File: config.mk
export PLATFORM = sky130hd
export DESIGN_NAME = id_ex_pipe
export DESIGN_NICKNAME = d
export VERILOG_FILES = /design/src/rtl/pipe_pkg.sv /design/src/rtl/id_ex_lane.sv /design/src/rtl/id_ex_pipe.sv
export SDC_FILE = /design/constraint.sdc
export NUM_CORES = 1
export LEC_CHECK = 0
export CAP_MARGIN = 0
export CORE_MARGIN = 2
export CORE_UTILIZATION = 42
export DETAILED_ROUTE_END_ITERATION = 7
export HOLD_SLACK_MARGIN = 0.02
export PLACE_DENSITY = 0.88
export SLEW_MARGIN = 20
export SYNTH_ARGS = -nofsm -noshare
export SYNTH_HDL_FRONTEND = slang
export SYNTH_HIERARCHICAL = 1
export SYNTH_SLANG_ARGS = --single-unit
File: constraint.sdc
create_clock -name clk -period 4.8 [get_ports clk]
set_input_delay 0.48 -clock clk [delete_from_list [all_inputs] [get_ports clk]]
set_output_delay 0.48 -clock clk [all_outputs]
set_load 0.02 [all_outputs]
File: src/rtl/pipe_pkg.sv
// Shared constants and FSM encoding for the ID->EX pipeline register.
package pipe_pkg;

  localparam int DATA_W_DEF    = 32;
  localparam int ADDR_W_DEF    = 32;
  localparam int REGADDR_W_DEF = 5;
  localparam int ALUOP_W_DEF   = 8;
  localparam int ALUSEL_W_DEF  = 3;

  localparam logic [ALUOP_W_DEF-1:0]   EX_NOP     = 8'b0000_0000;
  localparam logic [ALUSEL_W_DEF-1:0]  EX_RES_NOP = 3'b000;
  localparam logic [REGADDR_W_DEF-1:0] NOPRegAddr = 5'b00000;
  localparam logic [DATA_W_DEF-1:0]    ZeroWord   = 32'h0000_0000;

  typedef enum logic {
    NORMAL    = 1'b0,
    KILL_PEND = 1'b1
  } pipe_state_e;

endpackage

File: src/rtl/id_ex_lane.sv
// One lane of the ID->EX register: load, bubble or hold its payload.
module id_ex_lane
  import pipe_pkg::*;
#(
  parameter int DATA_W    = DATA_W_DEF,
  parameter int ADDR_W    = ADDR_W_DEF,
  parameter int REGADDR_W = REGADDR_W_DEF,
  parameter int ALUOP_W   = ALUOP_W_DEF,
  parameter int ALUSEL_W  = ALUSEL_W_DEF
) (
  input  logic                 clk,
  input  logic                 rst,
  input  logic                 load,
  input  logic                 bubble,
  input  logic                 id_valid,
  input  logic [ALUOP_W-1:0]   id_aluop,
  input  logic [ALUSEL_W-1:0]  id_alusel,
  input  logic [DATA_W-1:0]    id_reg1,
  input  logic [DATA_W-1:0]    id_reg2,
  input  logic [REGADDR_W-1:0] id_wd,
  input  logic                 id_wreg,
  input  logic [ADDR_W-1:0]    id_pc,
  input  logic [ADDR_W-1:0]    offset_i,
  output logic                 ex_valid,
  output logic [ALUOP_W-1:0]   ex_aluop,
  output logic [ALUSEL_W-1:0]  ex_alusel,
  output logic [DATA_W-1:0]    ex_reg1,
  output logic [DATA_W-1:0]    ex_reg2,
  output logic [REGADDR_W-1:0] ex_wd,
  output logic                 ex_wreg,
  output logic [ADDR_W-1:0]    ex_pc,
  output logic [ADDR_W-1:0]    offset_o
);

  // An invalid slot loads as a bubble so stale fields never reach EX.
  logic clear;
  assign clear = bubble || (load && !id_valid);

  always_ff @(posedge clk or negedge rst) begin
    if (!rst) begin
      ex_valid  <= 1'b0;
      ex_aluop  <= ALUOP_W'(EX_NOP);
      ex_alusel <= ALUSEL_W'(EX_RES_NOP);
      ex_reg1   <= DATA_W'(ZeroWord);
      ex_reg2   <= DATA_W'(ZeroWord);
      ex_wd     <= REGADDR_W'(NOPRegAddr);
      ex_wreg   <= 1'b0;
      ex_pc     <= ADDR_W'(ZeroWord);
      offset_o  <= ADDR_W'(ZeroWord);
    end else if (clear) begin
      ex_valid  <= 1'b0;
      ex_aluop  <= ALUOP_W'(EX_NOP);
      ex_alusel <= ALUSEL_W'(EX_RES_NOP);
      ex_reg1   <= DATA_W'(ZeroWord);
      ex_reg2   <= DATA_W'(ZeroWord);
      ex_wd     <= REGADDR_W'(NOPRegAddr);
      ex_wreg   <= 1'b0;
      ex_pc     <= ADDR_W'(ZeroWord);
      offset_o  <= ADDR_W'(ZeroWord);
    end else if (load) begin
      ex_valid  <= 1'b1;
      ex_aluop  <= id_aluop;
      ex_alusel <= id_alusel;
      ex_reg1   <= id_reg1;
      ex_reg2   <= id_reg2;
      ex_wd     <= id_wd;
      ex_wreg   <= id_wreg;
      ex_pc     <= id_pc;
      offset_o  <= offset_i;
    end
  end

endmodule

File: src/rtl/id_ex_pipe.sv
// Multi-lane ID->EX register with deferred-kill FSM and saturating hold counter.
// Optional PIPE_STATS_EN adds bubble_cnt_o / flush_cnt_o event counters.
//   state     | meaning
//   NORMAL    | adv loads ID payload
//   KILL_PEND | flush hit while ID stalled; next adv is squashed
module id_ex_pipe
  import pipe_pkg::*;
#(
  parameter int LANES      = 1,
  parameter int DATA_W     = DATA_W_DEF,
  parameter int ADDR_W     = ADDR_W_DEF,
  parameter int REGADDR_W  = REGADDR_W_DEF,
  parameter int ALUOP_W    = ALUOP_W_DEF,
  parameter int ALUSEL_W   = ALUSEL_W_DEF,
  parameter int STALL_W    = 6,
  parameter int STAGE      = 2,
  parameter int HOLD_CNT_W = 4
) (
  input  logic                       clk,
  input  logic                       rst,
  input  logic [LANES-1:0]           id_valid,
  input  logic [LANES*ALUOP_W-1:0]   id_aluop,
  input  logic [LANES*ALUSEL_W-1:0]  id_alusel,
  input  logic [LANES*DATA_W-1:0]    id_reg1,
  input  logic [LANES*DATA_W-1:0]    id_reg2,
  input  logic [LANES*REGADDR_W-1:0] id_wd,
  input  logic [LANES-1:0]           id_wreg,
  input  logic [LANES*ADDR_W-1:0]    id_pc,
  input  logic [LANES*ADDR_W-1:0]    offset_i,
  input  logic                       flush_i,
  input  logic [STALL_W-1:0]         stall_state,
  output logic [LANES-1:0]           ex_valid,
  output logic [LANES*ALUOP_W-1:0]   ex_aluop,
  output logic [LANES*ALUSEL_W-1:0]  ex_alusel,
  output logic [LANES*DATA_W-1:0]    ex_reg1,
  output logic [LANES*DATA_W-1:0]    ex_reg2,
  output logic [LANES*REGADDR_W-1:0] ex_wd,
  output logic [LANES-1:0]           ex_wreg,
  output logic [LANES*ADDR_W-1:0]    ex_pc,
  output logic [LANES*ADDR_W-1:0]    offset_o,
`ifdef PIPE_STATS_EN
  output logic [31:0]                bubble_cnt_o,
  output logic [31:0]                flush_cnt_o,
`endif
  output logic                       kill_pending_o,
  output logic [HOLD_CNT_W-1:0]      hold_cnt_o
);

  localparam logic [HOLD_CNT_W-1:0] HOLD_MAX = '1;

  pipe_state_e               state_q, state_d;
  logic [HOLD_CNT_W-1:0]     hold_cnt_q, hold_cnt_d;
  logic                      adv, bub, lane_load, lane_bubble;

  assign adv = !stall_state[STAGE];
  assign bub = stall_state[STAGE] && !stall_state[STAGE+1];

  always_comb begin
    state_d     = state_q;
    lane_load   = 1'b0;
    lane_bubble = 1'b0;
    hold_cnt_d  = '0;
    if (flush_i) begin
      lane_bubble = 1'b1;
      state_d     = stall_state[STAGE] ? KILL_PEND : NORMAL;
    end else if (adv) begin
      if (state_q == KILL_PEND) begin
        lane_bubble = 1'b1;
        state_d     = NORMAL;
      end else begin
        lane_load = 1'b1;
      end
    end else if (bub) begin
      lane_bubble = 1'b1;
    end else begin
      hold_cnt_d = (hold_cnt_q == HOLD_MAX) ? hold_cnt_q : hold_cnt_q + 1'b1;
    end
  end

  always_ff @(posedge clk or negedge rst) begin
    if (!rst) begin
      state_q    <= NORMAL;
      hold_cnt_q <= '0;
    end else begin
      state_q    <= state_d;
      hold_cnt_q <= hold_cnt_d;
    end
  end

  assign kill_pending_o = (state_q == KILL_PEND);
  assign hold_cnt_o     = hold_cnt_q;

  for (genvar l = 0; l < LANES; l++) begin : g_lane
    id_ex_lane #(
      .DATA_W(DATA_W), .ADDR_W(ADDR_W), .REGADDR_W(REGADDR_W),
      .ALUOP_W(ALUOP_W), .ALUSEL_W(ALUSEL_W)
    ) u_lane (
      .clk      (clk),
      .rst      (rst),
      .load     (lane_load),
      .bubble   (lane_bubble),
      .id_valid (id_valid[l]),
      .id_aluop (id_aluop[l*ALUOP_W +: ALUOP_W]),
      .id_alusel(id_alusel[l*ALUSEL_W +: ALUSEL_W]),
      .id_reg1  (id_reg1[l*DATA_W +: DATA_W]),
      .id_reg2  (id_reg2[l*DATA_W +: DATA_W]),
      .id_wd    (id_wd[l*REGADDR_W +: REGADDR_W]),
      .id_wreg  (id_wreg[l]),
      .id_pc    (id_pc[l*ADDR_W +: ADDR_W]),
      .offset_i (offset_i[l*ADDR_W +: ADDR_W]),
      .ex_valid (ex_valid[l]),
      .ex_aluop (ex_aluop[l*ALUOP_W +: ALUOP_W]),
      .ex_alusel(ex_alusel[l*ALUSEL_W +: ALUSEL_W]),
      .ex_reg1  (ex_reg1[l*DATA_W +: DATA_W]),
      .ex_reg2  (ex_reg2[l*DATA_W +: DATA_W]),
      .ex_wd    (ex_wd[l*REGADDR_W +: REGADDR_W]),
      .ex_wreg  (ex_wreg[l]),
      .ex_pc    (ex_pc[l*ADDR_W +: ADDR_W]),
      .offset_o (offset_o[l*ADDR_W +: ADDR_W])
    );
  end

`ifdef PIPE_STATS_EN
  // Counts bubbles from bub and from the deferred-kill squash, not flush bubbles.
  logic stat_bub;
  assign stat_bub = !flush_i && (bub || (adv && state_q == KILL_PEND));

  always_ff @(posedge clk or negedge rst) begin
    if (!rst) begin
      bubble_cnt_o <= '0;
      flush_cnt_o  <= '0;
    end else begin
      if (stat_bub) bubble_cnt_o <= bubble_cnt_o + 32'd1;
      if (flush_i)  flush_cnt_o  <= flush_cnt_o + 32'd1;
    end
  end
`endif

endmodule

==> impl_metrics.ini, run 1 <==
[placement]
gp_congestion = 0.753
io_buffer_count = 301
dpl.hpwl_um = 11500

[timing]
period_share = 0.586
rsz0062_at_grt = no
setup_viol = 0
relSlewSlack = 0.395
fmax_mhz = 355
fin_crit_ps = 2810
fin_skew_ps = 11.7
fin_setup_tns_ps = 0
holdWs_ps = 164
drv_slew = 0
worstMarginPinSlew_ps = 908
hold_violations = 0

[routing]
post_drt_via_cell_ratio = 5.77
via_count = 4809
ant_nets = 0
wire_per_inst_um = 20.5
firstDrtPassIters = 5
drc = 0
drt_iter0_markers = 370
wl_um = 17100

[power_and_ir_drop]
peakVddDrop_uv = 188
cellPowerDensity_mw_per_mm2 = 325
swShare = 0.222
p_total_uw = 3040
leakage_uw = 0.00389
pwr-share-seq = 0.428
p_int_uw = 2370
switchingPower_uw = 675
pwr-share-clk = 0.468
p_comb_frac = 0.104

[floorplanning]
dieWidth_um = 120
num_io_pins = 306
num_rows = 42
die_y_um = 120
core_area_mm2 = 0.0132
initial_core_util = 0.428
dieArea_mm2 = 0.0144

[finish]
syn2layout_area_growth_pct = 65.6
final_common_cell = clkdlybuf4s50_1
fin_nets = 800
seq_area_mm2 = 0.00378
fill_cells = 854
layout-drive-gt1-share = 0.0654
multi_input_comb_area_mm2 = 0.00162
diodes = 0
final_cell_mix = clkdlybuf4s50_1 (300), dfrtp_1 (151), a32o_1 (145)

[critical_path]
critical_path_class = in2reg
cp_max_fo = 45
crit_path_top_delay_cell = nor2_4
path_delay_family = simple AND/OR/NAND/NOR gates
path_cells = clkdlybuf4s50_1 -> nor3_1 -> nor2b_1 -> nor2_4 -> buf_4 -> a32o_1
worst_setup_path_start_kind = input port
cp_num_buf_inv = 2
end_kind = flop
critPathArrivalTime_ps = 3150
slowest_delay_ps = 600
required_ps = 5140

[global_route]
grt_max_degree = 102
antenna_found_initial = 0
gr-total-overflow = 0
grt_usage = 0.235
grt_pass1_vias = 4849
grt_pass1_wl_um = 26100

[synth]
ys_seq_elements = 151
ys_seq_area_frac = 0.669
ys_types = 23
synth_cells = 365
synth_nets = 521
ys_warn_count = 6
synth_area_mm2 = 0.00565
postSynthAreaPerCell_um2 = 15.5

[clock_tree]
cts_tree = built
cts_resized = 0
cts_made_buffers = 17
clock_latency_ps = 410
clock_tree.buffer_depth = 2
hold_buffers = 0
clkTransAtPathRegs_ps = 60
cts-root-buf = clkbuf_16
htreeDepth = 4
cts_sinks = 151
postCtsSetupBuffers = 0

[run_status]
status = finished clean

[job]
max_cap_viol_count = 0

[min_path]
hold_class = in2async
## stage by stage
stage	cells	setup slack, ps	utilization	instance area [µm²]
floorplan	365	2810	-	5650
global placement	801	1710	0.661	8710
detailed placement	801	1630	0.661	8710
CTS	833	2010	0.709	9350
global route	833	1760	0.709	9350
finish	833	1990	0.709	9350
## kinds of logic (layout without fill, tap and decap cells)
family          Yosys count  in the layout  synth area share
simple gates             16             16            0.0193
mux                       2              2           0.00355
flops                   151            151             0.669
buf+inv                  47            339            0.0448
compound gates          147            147             0.259
xor+xnor                  1              1           0.00155
fa+ha+maj                 1              1           0.00222
## area by class of cell
type,instances,area share
Clock buffer,21,0.0503
Timing Repair Buffer,306,0.330
Tap cell,176,0.0235
Sequential cell,151,0.404
Inverter,1,0.000669
Multi-Input combinational cell,167,0.173
Clock inverter,11,0.0181
## Yosys cell counts
master,number,area share
nand2_1,1,0.00066
a32o_1,145,0.26
nor2_1,5,0.0033
clkbuf_1,21,0.014
nor3_1,3,0.0027
dfrtp_1,151,0.67
buf_6,7,0.014
nor2_4,1,0.0020
o21a_1,1,0.0013
nand3b_4,1,0.0035
ha_1,1,0.0022
inv_2,1,0.00066
and2_1,1,0.0011
nor2b_1,1,0.0011
buf_4,1,0.0013
nor3b_2,1,0.0022
buf_1,1,0.00066
a31oi_1,1,0.0011
mux2i_1,2,0.0035
xnor2_1,1,0.0016
buf_2,16,0.014
nand3_2,1,0.0018
nand3_1,1,0.00089
## power groups by stage
stage          sequential (µW)  combinational, µW  clock, µW
6_report                  1300                317       1420
5_1_grt                   1300                338       1510
4_1_cts                   1300                318       1450
3_5_place_dp              1320                316          0
3_3_place_gp              1320                307          0
2_1_floorplan             1340               88.5          0
## worst reg2reg max path, cell delays in order (launching register included)
cell     delay (ps)
dfrtp_1         390
nor3_1          510
nor2b_1         260
nor2_4          600
buf_4           540
a32o_1          220
## routing by layer
layer | vias to the layer above | global-route usage | share of wire
li1 | 2083 | - | -
met2 | 262 | 0.398 | 0.51
met4 | 0 | 0.106 | 0.027
met5 | - | 0 | 0
met1 | 2428 | 0.263 | 0.37
met3 | 36 | 0.0889 | 0.095
## state kept, by name, summed over array words and instances (netlist names)
register / count
g_lane.u_lane/ex_reg2: 32
kill_pending_o: 1
g_lane.u_lane/ex_alusel: 3
hold_cnt_o: 4
g_lane.u_lane/ex_wd: 5
g_lane.u_lane/ex_aluop: 8
g_lane.u_lane/offset_o: 32
g_lane.u_lane/ex_reg1: 32
g_lane.u_lane/ex_pc: 32
g_lane.u_lane/ex_wreg: 1
g_lane.u_lane/ex_valid: 1
## final timing paths
kind                                                 to  slack, ps  cells after the start                          from
setup reg to reg           g_lane[0].u_lane/ex_reg2[25]       2210                      5                kill_pending_o
setup / recovery           g_lane[0].u_lane/ex_reg2[25]       1990                      6                stall_state[2]
min in group clk           g_lane[0].u_lane/ex_aluop[7]        490                      1  g_lane[0].u_lane/ex_aluop[7]
hold / removal               g_lane[0].u_lane/ex_pc[10]        160                      1                           rst
max in group asynchronous  g_lane[0].u_lane/ex_reg2[14]       3440                      2                           rst
hold reg to reg            g_lane[0].u_lane/ex_aluop[7]        490                      1  g_lane[0].u_lane/ex_aluop[7]
Power figures use the tool's default switching activity.
==> run 2, diff against run 1 <==
--- a/config.mk
+++ b/config.mk
@@ -7,10 +7,10 @@
 export LEC_CHECK = 0
 export CAP_MARGIN = 0
 export CORE_MARGIN = 2
-export CORE_UTILIZATION = 42
+export CORE_UTILIZATION = 35
 export DETAILED_ROUTE_END_ITERATION = 7
 export HOLD_SLACK_MARGIN = 0.02
-export PLACE_DENSITY = 0.88
+export PLACE_DENSITY = 0.78
 export SLEW_MARGIN = 20
 export SYNTH_ARGS = -nofsm -noshare
 export SYNTH_HDL_FRONTEND = slang
==> constraint.sdc (replaced) <==
create_clock -name clk -period 2.5 [get_ports clk]
set_input_delay 0.25 -clock clk [delete_from_list [all_inputs] [get_ports clk]]
set_output_delay 0.25 -clock clk [all_outputs]
set_load 0.02 [all_outputs]
==> run 2 against run 1 <==
  * Sequential power grew 92%
  * Flip-flop and latch count stayed put
  * Critical path depth down 1
  * Critical path type is now reg2reg
  * Critical endpoint is now g_lane[0].u_lane/ex_aluop[5]
  * Largest cell class unchanged
  * Largest power group unchanged
==> impl_metrics.ini, run 2 (same netlist as run 1, synthesis figures left out) <==
[power_and_ir_drop]
cellPowerDensity_mw_per_mm2 = 614
peakVddDrop_uv = 405
leakage_uw = 0.00390

[critical_path]
critPathArrivalTime_ps = 2080
cp_max_fo = 103
required_ps = 2840
end_kind = flop
critical_path_class = reg2reg
worst_setup_path_start_kind = flop

[finish]
fin_cells = 879
layout-drive-gt1-share = 0.0695
syn2layout_area_growth_pct = 67.2
fill_cells = 1251
final_util = 0.597
final_cell_mix = clkdlybuf4s50_1 (300), dfrtp_1 (151), a32o_1 (145)
fin_nets = 806
final_common_cell = clkdlybuf4s50_1

[timing]
hold_violations = 0
fmax_mhz = 575
holdWs_ps = 390
period_share = 0.695
worst_slack_ps = 762
worstMarginPinSlew_ps = 633
rsz0062_at_grt = no
fin_crit_ps = 1740
drv_slew = 0
fin_setup_tns_ps = 0
relSlewSlack = 0.578
fin_skew_ps = 7.76
setup_viol = 0

[routing]
via_count = 4766
wire_per_inst_um = 19.5
drc = 0
firstDrtPassIters = 5
drt_iter0_markers = 326
wl_um = 17200
post_drt_via_cell_ratio = 5.42
ant_nets = 0

[floorplanning]
num_rows = 46
num_io_pins = 306
die_y_um = 131
initial_core_util = 0.357
core_area_mm2 = 0.0158
dieArea_mm2 = 0.0172
dieWidth_um = 131

[clock_tree]
cts_made_buffers = 17
cts-root-buf = clkbuf_16
htreeDepth = 4
cts_sinks = 151
clkTransAtPathRegs_ps = 60
postCtsSetupBuffers = 0
cts_tree = built
clock_tree.buffer_depth = 2
clock_latency_ps = 410

[global_route]
grt_pass1_wl_um = 25200
grt_pass1_vias = 4856
grt_max_degree = 104
gr-total-overflow = 0
antenna_found_initial = 1
grt_usage = 0.191

[placement]
dpl.hpwl_um = 11700
gp_congestion = 0.720
io_buffer_count = 301
place_ws_ps = 370
dp.cells = 846

[run_status]
status = finished clean

[min_path]
hold_class = in2async

[job]
max_cap_viol_count = 0
[run 2: cell types whose count changed in the layout (fill, tap and decap cells not counted), sizes merged]
cell / before / now
buf: 6 / 11
clkbuf: 21 / 20
clkinv: 4 / 3
clkinvlp: 1 / 2
diode: 0 / 1
dlygate4sd3: 0 / 1
[run 2: per-stage QoR]
stage	cell area [µm²]	power, µW
2_1_floorplan	5650	2750
3_3_place_gp	8810	3140
3_5_place_dp	8810	3160
4_1_cts	9440	5880
5_1_grt	9440	6030
6_report	9440	5800
[run 2: worst paths after layout]
kind                                           start                      endpoint  slack (ps)  depth (start not counted)
setup / recovery                      kill_pending_o  g_lane[0].u_lane/ex_aluop[5]         760                          5
hold / removal                                   rst   g_lane[0].u_lane/ex_reg1[7]         390                          2
setup reg to reg                      kill_pending_o  g_lane[0].u_lane/ex_aluop[5]         760                          5
hold reg to reg            g_lane[0].u_lane/ex_wd[3]     g_lane[0].u_lane/ex_wd[3]         490                          1
max in group asynchronous                        rst  g_lane[0].u_lane/ex_reg2[28]        1320                          3
min in group clk                           id_pc[14]    g_lane[0].u_lane/ex_pc[14]         460                          2
[run 2: final cells by class]
class	instances	area [µm²]	share of cell area
repair buffers	312	3150	0.334
flip-flops and latches	151	3780	0.400
diodes	1	2.50	0.000265
clock buffers	20	447	0.0473
clock inverters	11	171	0.0182
well taps	216	270	0.0286
multi-input cells	167	1620	0.171
inverters	1	6.26	0.000663
[run 2: power by group]
| part | switching, µW | internal [µW] | leakage (µW) |
|---|---|---|---|
| clock | 986 | 1700 | 0.000297 |
| sequential | 20.3 | 2480 | 0.00210 |
| combinational | 299 | 321 | 0.00151 |
[run 2: timing repair]
item	in CTS	in global routing
hold buffers	1	0
hold endpoints to repair	66	0
resized for setup	0	0
[run 2: routing by layer]
| metal | GRT usage | vias up | wire length (µm) |
|---|---|---|---|
| met2 | 0.321 | 247 | 8540 |
| met3 | 0.0782 | 30 | 1900 |
| met4 | 0.0820 | 0 | 412 |
| li1 | - | 2098 | - |
| met1 | 0.214 | 2391 | 6310 |
| met5 | 0 | - | 0 |
[run 2: worst max-delay path, stage by stage (launching register included)]
cell	delay, ps
dfrtp_1	400
nor3_1	220
buf_4	190
and2_4	160
buf_12	320
a32o_1	250
